`src/rtl/systolic_pe.sv`:
```
// Weight-stationary systolic PE: registered MAC with a double-buffered weight loaded over a daisy-chained shadow path.
// Optional SYSTOLIC_PE_SAT_EN: saturating accumulate plus a sticky sat_flag output; default build wraps.
module systolic_pe #(
  parameter int unsigned DATA_W   = 16,
  parameter int unsigned WEIGHT_W = 16,
  parameter int unsigned ACC_W    = 32
) (
  input  logic                clk,
  input  logic                rst_n,
  input  logic                en,
  input  logic [DATA_W-1:0]   act_in,
  input  logic                act_valid_in,
  input  logic [ACC_W-1:0]    psum_in,
  output logic [DATA_W-1:0]   act_out,
  output logic                act_valid_out,
  output logic [ACC_W-1:0]    psum_out,
  input  logic                wshift_en,
  input  logic [WEIGHT_W-1:0] wshift_in,
  output logic [WEIGHT_W-1:0] wshift_out,
  input  logic                wcommit,
`ifdef SYSTOLIC_PE_SAT_EN
  output logic                sat_flag,
`endif
  output logic [WEIGHT_W-1:0] weight_active
);

  localparam int unsigned PROD_W = DATA_W + WEIGHT_W;

  // The accumulator must hold a full-precision product.
  generate
    if (ACC_W < PROD_W) begin : g_acc_w_check
      $error("systolic_pe: ACC_W must be >= DATA_W + WEIGHT_W");
    end
  endgenerate

  logic [DATA_W-1:0]   act_q, act_d;
  logic                valid_q, valid_d;
  logic [ACC_W-1:0]    psum_q, psum_d;
  logic [WEIGHT_W-1:0] shadow_q, shadow_d;
  logic [WEIGHT_W-1:0] weight_q, weight_d;

  logic signed [PROD_W-1:0] prod;
  logic signed [ACC_W-1:0]  prod_ext;
  logic signed [ACC_W-1:0]  sum_wrap;
  logic [ACC_W-1:0]         mac_res;

`ifdef SYSTOLIC_PE_SAT_EN
  logic sat_q, sat_d;
  logic ovf;
`endif

  // MAC arithmetic: full-precision signed product, sign-extended, ACC_W-bit sum.
  always_comb begin
    prod     = PROD_W'($signed(act_in) * $signed(weight_q));
    prod_ext = ACC_W'(prod);
    sum_wrap = prod_ext + $signed(psum_in);
`ifdef SYSTOLIC_PE_SAT_EN
    // Overflow when both addends share a sign that the result does not.
    ovf = (prod_ext[ACC_W-1] == psum_in[ACC_W-1]) && (sum_wrap[ACC_W-1] != psum_in[ACC_W-1]);
    if (ovf) begin
      mac_res = psum_in[ACC_W-1] ? {1'b1, {(ACC_W-1){1'b0}}} : {1'b0, {(ACC_W-1){1'b1}}};
    end else begin
      mac_res = sum_wrap;
    end
`else
    mac_res = sum_wrap;
`endif
  end

  // Next-state for datapath and weight chain; the chain ignores en.
  always_comb begin
    act_d    = act_q;
    valid_d  = valid_q;
    psum_d   = psum_q;
    shadow_d = shadow_q;
    weight_d = weight_q;
`ifdef SYSTOLIC_PE_SAT_EN
    sat_d    = sat_q;
`endif
    if (en) begin
      act_d   = act_in;
      valid_d = act_valid_in;
      psum_d  = act_valid_in ? mac_res : psum_in;
`ifdef SYSTOLIC_PE_SAT_EN
      if (act_valid_in && ovf) begin
        sat_d = 1'b1;
      end
`endif
    end
    if (wshift_en) begin
      shadow_d = wshift_in;
    end
    if (wcommit) begin
      weight_d = shadow_q;
    end
  end

  always_ff @(posedge clk) begin
    if (!rst_n) begin
      act_q    <= '0;
      valid_q  <= 1'b0;
      psum_q   <= '0;
      shadow_q <= '0;
      weight_q <= '0;
`ifdef SYSTOLIC_PE_SAT_EN
      sat_q    <= 1'b0;
`endif
    end else begin
      act_q    <= act_d;
      valid_q  <= valid_d;
      psum_q   <= psum_d;
      shadow_q <= shadow_d;
      weight_q <= weight_d;
`ifdef SYSTOLIC_PE_SAT_EN
      sat_q    <= sat_d;
`endif
    end
  end

  assign act_out       = act_q;
  assign act_valid_out = valid_q;
  assign psum_out      = psum_q;
  assign wshift_out    = shadow_q;
  assign weight_active = weight_q;
`ifdef SYSTOLIC_PE_SAT_EN
  assign sat_flag      = sat_q;
`endif

endmodule

```
`config.mk`:
```
export PLATFORM = sky130hd
export DESIGN_NAME = systolic_pe
export DESIGN_NICKNAME = d
export VERILOG_FILES = /design/src/rtl/systolic_pe.sv
export SDC_FILE = /design/constraint.sdc
export NUM_CORES = 1
export LEC_CHECK = 0
export BUFFER_PORTS_ARGS = -buffer_cell sky130_fd_sc_hd__buf_2
export CAP_MARGIN = 20
export CORE_AREA = 2 2 191 193
export DETAILED_ROUTE_END_ITERATION = 10
export DIE_AREA = 0 0 193 195
export PLACE_DENSITY = 0.61
export SETUP_SLACK_MARGIN = 0.4
export SLEW_MARGIN = 30
export SYNTH_ARGS = -nofsm -noshare
export SYNTH_HDL_FRONTEND = slang
export SYNTH_SLANG_ARGS = --single-unit
```
`constraint.sdc`:
```
create_clock -name clk -period 6.9 [get_ports clk]
set_clock_uncertainty 0.05 [all_clocks]
set_input_delay 1.38 -clock clk [delete_from_list [all_inputs] [get_ports clk]]
set_output_delay 1.38 -clock clk [all_outputs]
set_load 0.1 [all_outputs]
```
==> metrics, run 1 <==
outcome finished, final reports clean; vias in the first global route 11350; DRC 0; Avg Inst Size Synth 9.449 um2; hold slack 0.4260 ns; drt pass-1 iters 4; design area 16950 um2; Final HPWL DP 31620 um; most common cell after layout, fill and taps aside inv_1; critical path type in2reg; IO buf count 150; PwrDens 197.5 nW/um2; max-cap violations 0; sequential cell area 1622 um2; Chip Height 195 um; Seq/Total Area, Yosys 0.1151; worst min-delay path startpoint psum_out[1]; antenna violations before repair 1; layout cells sized above 1 0.2157; commonest non-fill, non-tap cells in the layout inv_1, fa_1, nand2_1; R2R setup slack 0.49 ns; normalized max-slew margin 0.3737; post-synthesis async set-or-reset flop share 0; # IOs 151; post-route clock period utilization 0.9466; Syn Nets 1951; Clock Pin Slew Worst Setup and Hold Paths 0.07 ns; final hold viol count 0; clock power share 0.156; hold path cells 1; CP bufs+invs 7; DR vias/cell 4.902; global-route wire length before repair 59910 um; maximum root-to-sink buffer count 2; CP Cell Sequence buf_12, and2_4, fa_2, buf_6, fa_1, inv_2, fa_2, inv_2, fa_2, fa_1, inv_1, fa_1, inv_2, ha_4, buf_6, a21oi_4, o211ai_1, o211ai_1, o2111ai_4, a22oi_2, a21bo_2, a22o_1, a211oi_2, a41o_1; Final GP Congestion 0.8588; GR Util met2 0.3629; hold endpoint psum_out[1]; GRT Max-Usage Layer met2; Root Driver clkbuf_16; htree depth 3; later-pin clock latency in the skew report 0.36 ns; synth warn 0; CTS tree done; P_leak 0.008936 uW; CTS Buf Count 9; largest net degree at the start of global routing 84; Layout Nets 2170; total clock sinks 81; Post-synth EDFFs 0; critical path launch point type primary input; routed wire length 37310 um; post-synth cell types 51; CP Capture Type register; Slowest cell on crit path fa_2; Fillers 3363; overall routing resource usage 0.2062; worst r2r src weight_active[3]; Starting Density 0.3980; area of placed instances 16080 um2; Tmin final 6.531 ns; worst r2r dst psum_out[31]; Final Max Slew Viols 0; Placeable Area 35400 um2; Critical Path RT 7.16 ns; measured slew at the worst slew-check pin 0.9381 ns; endpoints failing setup 0; Die ar. 37640 um2; Max VDD drop 217.9 uV; Syn Inst Count 1491; total number of vias 10670; WP depth 24; P_sw 1597 uW; antenna fix cells 0; Die X 193 um; setup TNS 0 ns; Int Pwr 1751 uW; area of the multi-input gates 11340 um2; grt total ovfl 0; Peak Freq 153.1 MHz; GR Util met3 0.02229; synthesized area 14090 um2; main flop type after synthesis dfxtp_1; Sw Share 0.4769; Flop pwr share 0.164; Worst EP arrival 6.79 ns; M1 GR Usage 0.2741; Row Count 69; final setup margin 0.3687 ns; post-route ant nets 0; worst stage delay on the critical path 0.54 ns; Reg2Reg Depth 23; crit-path leading delay family adder cells; #FFs+latches synth 81; area growth from synthesis to layout 20.29%; Comb power frac 0.680; Crit Path Max Fanout 8; Avg WL per Cell 17.15 um; Hold Path Class reg2reg; Initial DRC Count 500; RSZ-0062 raised after global routing yes; Placement Setup Slack -0.2499 ns
state kept, by name, summed over array words and instances (netlist names):
register       count
psum_out          32
act_out           16
wshift_out        16
weight_active     16
act_valid_out      1
Yosys cell counts (11+ instances only):
master / instances / area [um2]
and2_1: 124 / 775.7
mux2i_1: 67 / 670.6
o211a_1: 13 / 130.1
nand2_1: 151 / 566.8
xor2_1: 11 / 96.34
nor2_1: 27 / 101.4
inv_1: 340 / 1276
xnor2_1: 25 / 219.0
fa_1: 292 / 5846
o21ai_0: 30 / 150.1
clkbuf_1: 61 / 229.0
ha_1: 98 / 1226
dfxtp_1: 81 / 1622
nor2b_1: 51 / 319.1
a21oi_1: 30 / 150.1
a21o_1: 14 / 105.1
worst reg2reg max path, cell delays in order (launching register included):
cell and delay, ns:
dfxtp_1 0.91, and2_4 0.29, fa_2 0.52, buf_6 0.16
fa_1 0.49, inv_2 0.04, fa_2 0.53, inv_2 0.04
fa_2 0.47, fa_1 0.49, inv_1 0.05, fa_1 0.49
inv_2 0.05, ha_4 0.27, buf_6 0.10, a21oi_4 0.05
o211ai_1 0.10, o211ai_1 0.18, o2111ai_4 0.19, a22oi_2 0.10
a21bo_2 0.24, a22o_1 0.20, a211oi_2 0.19, a41o_1 0.16
power groups by stage:
stage | registers, uW | logic (uW) | clock network, uW
5_1_grt | 556 | 2500 | 551
2_1_floorplan | 862 | 1130 | 0
6_report | 550 | 2280 | 522
3_5_place_dp | 559 | 2050 | 0
3_3_place_gp | 558 | 2020 | 0
4_1_cts | 549 | 2140 | 535
per-layer routing:
| layer | wire [um] | part of all wire |
|---|---|---|
| met4 | 539 | 0.014 |
| met1 | 16090 | 0.43 |
| met3 | 1461 | 0.039 |
| met5 | 0 | 0 |
| met2 | 19220 | 0.52 |
worst max-delay path by stage:
stage               startpoint      endpoint
finish              act_in[15]  psum_out[31]
CTS                 act_in[15]  psum_out[31]
floorplan           act_in[15]  psum_out[31]
global placement     act_in[7]  psum_out[31]
global route        act_in[12]  psum_out[31]
detailed placement   act_in[8]  psum_out[26]
final cells by class:
type                       instances  share of cell area
clock inverter                     6            0.004282
sequential                        81             0.09568
inverter                         340             0.07545
multi-input combinational       1006              0.6692
clock buffer                      10             0.01410
timing repair buffer             272              0.1072
tap                              461             0.03403
what timing repair did:
| action | 4_1_cts | 5_1_grt |
|---|---|---|
| resized for setup | 36 | 78 |
| setup endpoints to repair | 16 | 17 |
| hold buffers | 0 | 0 |
| buffers inserted | 5 | 7 |
| hold endpoints to repair | 0 | 0 |
| pin swaps | 14 | 59 |
| gates cloned | 0 | 0 |
metrics by stage:
stage | utilization | std cells | total power [uW]
6_report | 0.4788 | 2176 | 3348
5_1_grt | 0.4788 | 2176 | 3603
4_1_cts | 0.4684 | 2169 | 3220
3_5_place_dp | 0.4542 | 2148 | 2609
3_3_place_gp | 0.4542 | 2148 | 2578
2_1_floorplan | - | 1491 | 1991
kinds of logic after synthesis:
group	Yosys count	share of synthesized area
buffers and inverters	404	0.1076
flip-flops	81	0.1151
adder cells (fa/ha/maj)	390	0.5020
multiplexers	67	0.04760
XOR/XNOR	36	0.02238
AND/OR/NAND/NOR	377	0.1352
AO/OA/AOI/OAI	136	0.07016
Power figures use the tool's default switching activity.
==> run 2: changes to the inputs <==
--- a/config.mk
+++ b/config.mk
@@ -10,7 +10,7 @@
 export CORE_AREA = 2 2 191 193
 export DETAILED_ROUTE_END_ITERATION = 10
 export DIE_AREA = 0 0 193 195
-export PLACE_DENSITY = 0.61
+export PLACE_DENSITY = 0.59
 export SETUP_SLACK_MARGIN = 0.4
 export SLEW_MARGIN = 30
 export SYNTH_ARGS = -nofsm -noshare
==> constraint.sdc (replaced) <==
create_clock -name clk -period 8.4 [get_ports clk]
set_clock_uncertainty 0.05 [all_clocks]
set_input_delay 1.68 -clock clk [delete_from_list [all_inputs] [get_ports clk]]
set_output_delay 1.68 -clock clk [all_outputs]
set_load 0.1 [all_outputs]
==> metrics, run 2 (same netlist as run 1, synthesis figures left out) <==
Fillers 3532; global-route wire length before repair 56670 um; DR vias/cell 4.966; hold path cells 1; most common cell after layout, fill and taps aside inv_1; GRT Max-Usage Layer met2; hold endpoint psum_out[9]; final setup margin 0.8973 ns; Max VDD drop 100.1 uV; Flop pwr share 0.194; maximum root-to-sink buffer count 2; later-pin clock latency in the skew report 0.35 ns; Tmin final 7.503 ns; max-cap violations 0; grt total ovfl 0; Chip Height 195 um; Worst EP arrival 7.71 ns; Comb power frac 0.624; antenna violations before repair 0; CTS tree done; hold slack 0.4324 ns; R2R setup slack 1.64 ns; worst r2r src weight_active[1]; CP Capture Type register; Avg WL per Cell 16.83 um; Die ar. 37640 um2; area growth from synthesis to layout 10.14%; Final HPWL DP 28940 um; post-route ant nets 0; worst r2r dst psum_out[31]; Crit Path Max Fanout 17; total clock sinks 81; Final Max Slew Viols 0; Clock Pin Slew Worst Setup and Hold Paths 0.08 ns; routed wire length 34650 um; max reg flops 32; Hold Path Class reg2reg; outcome finished, final reports clean; commonest non-fill, non-tap cells in the layout inv_1, fa_1, nand2_1; htree depth 3; # IOs 151; antenna fix cells 0; measured slew at the worst slew-check pin 0.9569 ns; M1 GR Usage 0.2480; endpoints failing setup 0; overall routing resource usage 0.1934; Critical Path RT 8.61 ns; total power 2331 uW; vias in the first global route 11000; setup repair bufs after CTS 0; Final GP Congestion 0.8383; Placement Setup Slack 0.3957 ns; Initial DRC Count 486; Int Pwr 1171 uW; Placeable Area 35400 um2; final hold viol count 0; largest net degree at the start of global routing 84; Die X 193 um; Reg2Reg Depth 22; RSZ-0062 raised after global routing no; clock power share 0.182; layout cells sized above 1 0.1126; DRC 0; IO buf count 150; total number of vias 10220; Root Driver clkbuf_16; Peak Freq 133.3 MHz; Row Count 69; post-route clock period utilization 0.8932; Layout Nets 2053; PwrDens 150.2 nW/um2; P_leak 0.008289 uW; worst min-delay path startpoint psum_out[9]; CTS Buf Count 9; critical path type in2reg; setup TNS 0 ns; normalized max-slew margin 0.3621; Sw Share 0.4976; Starting Density 0.3980; drt pass-1 iters 5; P_sw 1160 uW; critical path launch point type primary input; GR Util met2 0.3486; GR Util met3 0.02103
[run 2: repair_timing]
| item | in CTS | in global routing |
|---|---|---|
| endpoints found under the setup margin | 0 | 1 |
| resized for setup | 0 | 1 |
| hold buffers | 0 | 0 |
[run 2: final cells by class]
class | count | area, um2 | area share
clock inverter | 7 | 78.83 | 0.005080
tap | 461 | 576.8 | 0.03717
sequential | 81 | 1622 | 0.1045
clock buffer | 9 | 225.2 | 0.01451
timing repair buffer | 155 | 788.3 | 0.05080
multi-input combinational | 1006 | 10950 | 0.7057
inverter | 340 | 1276 | 0.08224
[run 2: worst max path at each step]
stage                           from            to  slack, ns  depth (start not counted)
after detailed placement  act_in[15]  psum_out[31]       0.40                         23
after global placement    act_in[15]  psum_out[31]       0.47                         23
after global routing      act_in[15]  psum_out[31]       0.52                         23
after floorplan           act_in[15]  psum_out[31]       0.87                         23
final                     act_in[15]  psum_out[31]       0.90                         23
after CTS                 act_in[15]  psum_out[31]       0.76                         23
[run 2: stage by stage]
| step | std cells | util | instance area, um2 |
|---|---|---|---|
| final | 2059 | 0.4384 | 15520 |
| after global routing | 2059 | 0.4384 | 15520 |
| after CTS | 2059 | 0.4384 | 15520 |
| after detailed placement | 2043 | 0.4298 | 15210 |
| after global placement | 2043 | 0.4298 | 15210 |
| after floorplan | 1491 | - | 14090 |
[run 2: metal layers]
layer | share of wire | routed length, um | vias to the layer above
met5 | 0 | 0 | -
met4 | 0.018 | 624 | 0
met3 | 0.041 | 1427 | 37
met2 | 0.52 | 18150 | 225
met1 | 0.42 | 14450 | 5276
li1 | - | - | 4686
[run 2: critical path: stages]
cell and delay (ns):
buf_2 0.21, nand2_1 0.18, inv_1 0.09, fa_1 0.72, inv_1 0.11, fa_1 0.62, inv_2 0.12, fa_1 0.47
fa_1 0.50, fa_1 0.49, inv_1 0.05, fa_1 0.48, inv_1 0.04, ha_1 0.32, a21o_1 0.17, a21o_1 0.16
a21o_1 0.18, a21o_1 0.20, a22oi_1 0.24, a21bo_2 0.21, a22o_1 0.13, a211oi_1 0.06, a41o_1 0.27
[run 2: power by group through the flow]
stage / combinational, uW / sequential (uW) / clock, uW
floorplan: 902 / 708 / 0
finish: 1450 / 453 / 423
global placement: 1440 / 461 / 0
detailed placement: 1460 / 462 / 0
global route: 1630 / 458 / 447
CTS: 1480 / 453 / 435
==> run 3: changes to the inputs <==
--- a/config.mk
+++ b/config.mk
@@ -11,6 +11,7 @@
 export DETAILED_ROUTE_END_ITERATION = 10
 export DIE_AREA = 0 0 193 195
 export PLACE_DENSITY = 0.59
+export RECOVER_POWER = 100
 export SETUP_SLACK_MARGIN = 0.4
 export SLEW_MARGIN = 30
 export SYNTH_ARGS = -nofsm -noshare
==> metrics, run 3 (same netlist as run 1, synthesis figures left out) <==
Tmin final 7.685 ns; P_leak 0.007960 uW; Worst EP arrival 7.91 ns; critical path type in2reg; design area 15380 um2; most common cell after layout, fill and taps aside inv_1; Chip Height 195 um; endpoints failing setup 0; maximum root-to-sink buffer count 2; Max VDD drop 99.53 uV; setup TNS 0 ns; DR vias/cell 4.979; IO buf count 150; global-route wire length before repair 56670 um; post-route ant nets 0; post-route clock period utilization 0.9149; overall routing resource usage 0.1934; Placeable Area 35400 um2; area growth from synthesis to layout 9.201%; area of placed instances 15210 um2; # IOs 151; Final Max Slew Viols 84; Critical Path RT 8.62 ns; routed wire length 34760 um; CP bufs+invs 6; P_sw 1154 uW; htree depth 3; cell mode on critical path fa_1; final hold viol count 0; Comb power frac 0.621; worst stage delay on the critical path 0.54 ns; Sw Share 0.4990; critical path launch point type primary input; CP Cell Sequence buf_2, nand2_1, inv_1, fa_1, fa_1, inv_1, fa_1, inv_1, fa_1, fa_1, inv_1, fa_1, inv_1, ha_1, and3_1, a221oi_1, o21ai_0, a31oi_1, o21ai_2, o41ai_4, o221ai_1, a31oi_1; Row Count 69; Die ar. 37640 um2; Hold Path Class reg2reg; Final HPWL DP 28940 um; CTS Buf Count 9; vias in the first global route 11000; Avg WL per Cell 16.88 um; drt pass-1 iters 6; Int Pwr 1158 uW; normalized max-slew margin -1.225; outcome finished, violations left; max reg flops 32; Slowest cell on crit path fa_1; grt total ovfl 0; antenna violations before repair 0; commonest non-fill, non-tap cells in the layout inv_1, fa_1, nand2_1; Crit Path Max Fanout 17; largest net degree at the start of global routing 84; Final GP Congestion 0.8383; Die X 193 um; total number of vias 10250; Clock Pin Slew Worst Setup and Hold Paths 0.07 ns; Starting Density 0.3980; failing checks max-capacitance violations, max-slew violations; PwrDens 150.3 nW/um2; Flop pwr share 0.197; Layout Nets 2053; crit-path leading delay family adder cells; antenna fix cells 0; Initial DRC Count 443; CP Capture Type register; Fillers 3572; DRC 0; Post-CTS Resized 0; clock power share 0.182; RSZ-0062 raised after global routing no; later-pin clock latency in the skew report 0.35 ns; Hold-fix buffers, CTS 0; total clock sinks 81; setup repair bufs after CTS 0; CTS tree done; Root Driver clkbuf_16; max-cap violations 1; Peak Freq 130.1 MHz; measured slew at the worst slew-check pin 3.337 ns; layout cells sized above 1 0.05820
==> run 3: power by group through the flow <==
stage | clock network, uW | logic, uW | registers (uW)
after detailed placement | 0 | 1460 | 462
after floorplan | 0 | 902 | 708
after global placement | 0 | 1440 | 461
after global routing | 447 | 1610 | 459
after CTS | 435 | 1480 | 453
final | 422 | 1440 | 454
==> run 3: worst paths after layout <==
path | start | endpoint | slack (ns) | cells after the start
worst max-delay path | act_in[15] | psum_out[30] | 0.71 | 22
worst min-delay path | psum_out[16] | psum_out[16] | 0.43 | 1
worst max register to register | weight_active[1] | psum_out[30] | 1.40 | 21
worst min register to register | psum_out[16] | psum_out[16] | 0.43 | 1
==> run 3: layout make-up <==
cell class,count,area (um2),share of cell area
Tap cell,461,576.8,0.03749
Inverter,340,1276,0.08295
Multi-Input combinational cell,1006,10920,0.7101
Timing Repair Buffer,155,681.9,0.04432
Clock inverter,7,78.83,0.005124
Clock buffer,9,225.2,0.01464
Sequential cell,81,1622,0.1054
==> run 3: stage by stage <==
step / hold slack (ns) / utilization / setup WS, ns / power, uW / cells
after CTS: 0.4343 / 0.4384 / 0.7631 / 2364 / 2059
final: 0.4348 / 0.4346 / 0.7147 / 2312 / 2059
after floorplan: 0.8702 / - / 0.8675 / 1610 / 1491
after global routing: 0.4469 / 0.4346 / 0.3145 / 2516 / 2059
after global placement: 0.4077 / 0.4298 / 0.4719 / 1905 / 2043
after detailed placement: 0.4146 / 0.4298 / 0.3957 / 1926 / 2043
==> run 3: worst reg2reg max path: stages, from the launching register on <==
cell,delay (ns)
dfxtp_1,0.87
nand2_1,0.27
inv_1,0.14
fa_1,0.52
fa_1,0.54
inv_1,0.05
fa_1,0.49
inv_1,0.05
fa_1,0.46
fa_1,0.52
inv_1,0.05
fa_1,0.47
inv_1,0.04
ha_1,0.34
and3_1,0.25
a221oi_1,0.29
o21ai_0,0.17
a31oi_1,0.48
o21ai_2,0.18
o41ai_4,0.25
o221ai_1,0.16
a31oi_1,0.28
==> run 3: metal layers <==
metal	GRT usage	up-vias	wire (um)
met5	0	-	0
met4	0.04321	0	611
met3	0.02103	37	1518
met2	0.3486	236	18090
met1	0.2480	5285	14540
li1	-	4693	-
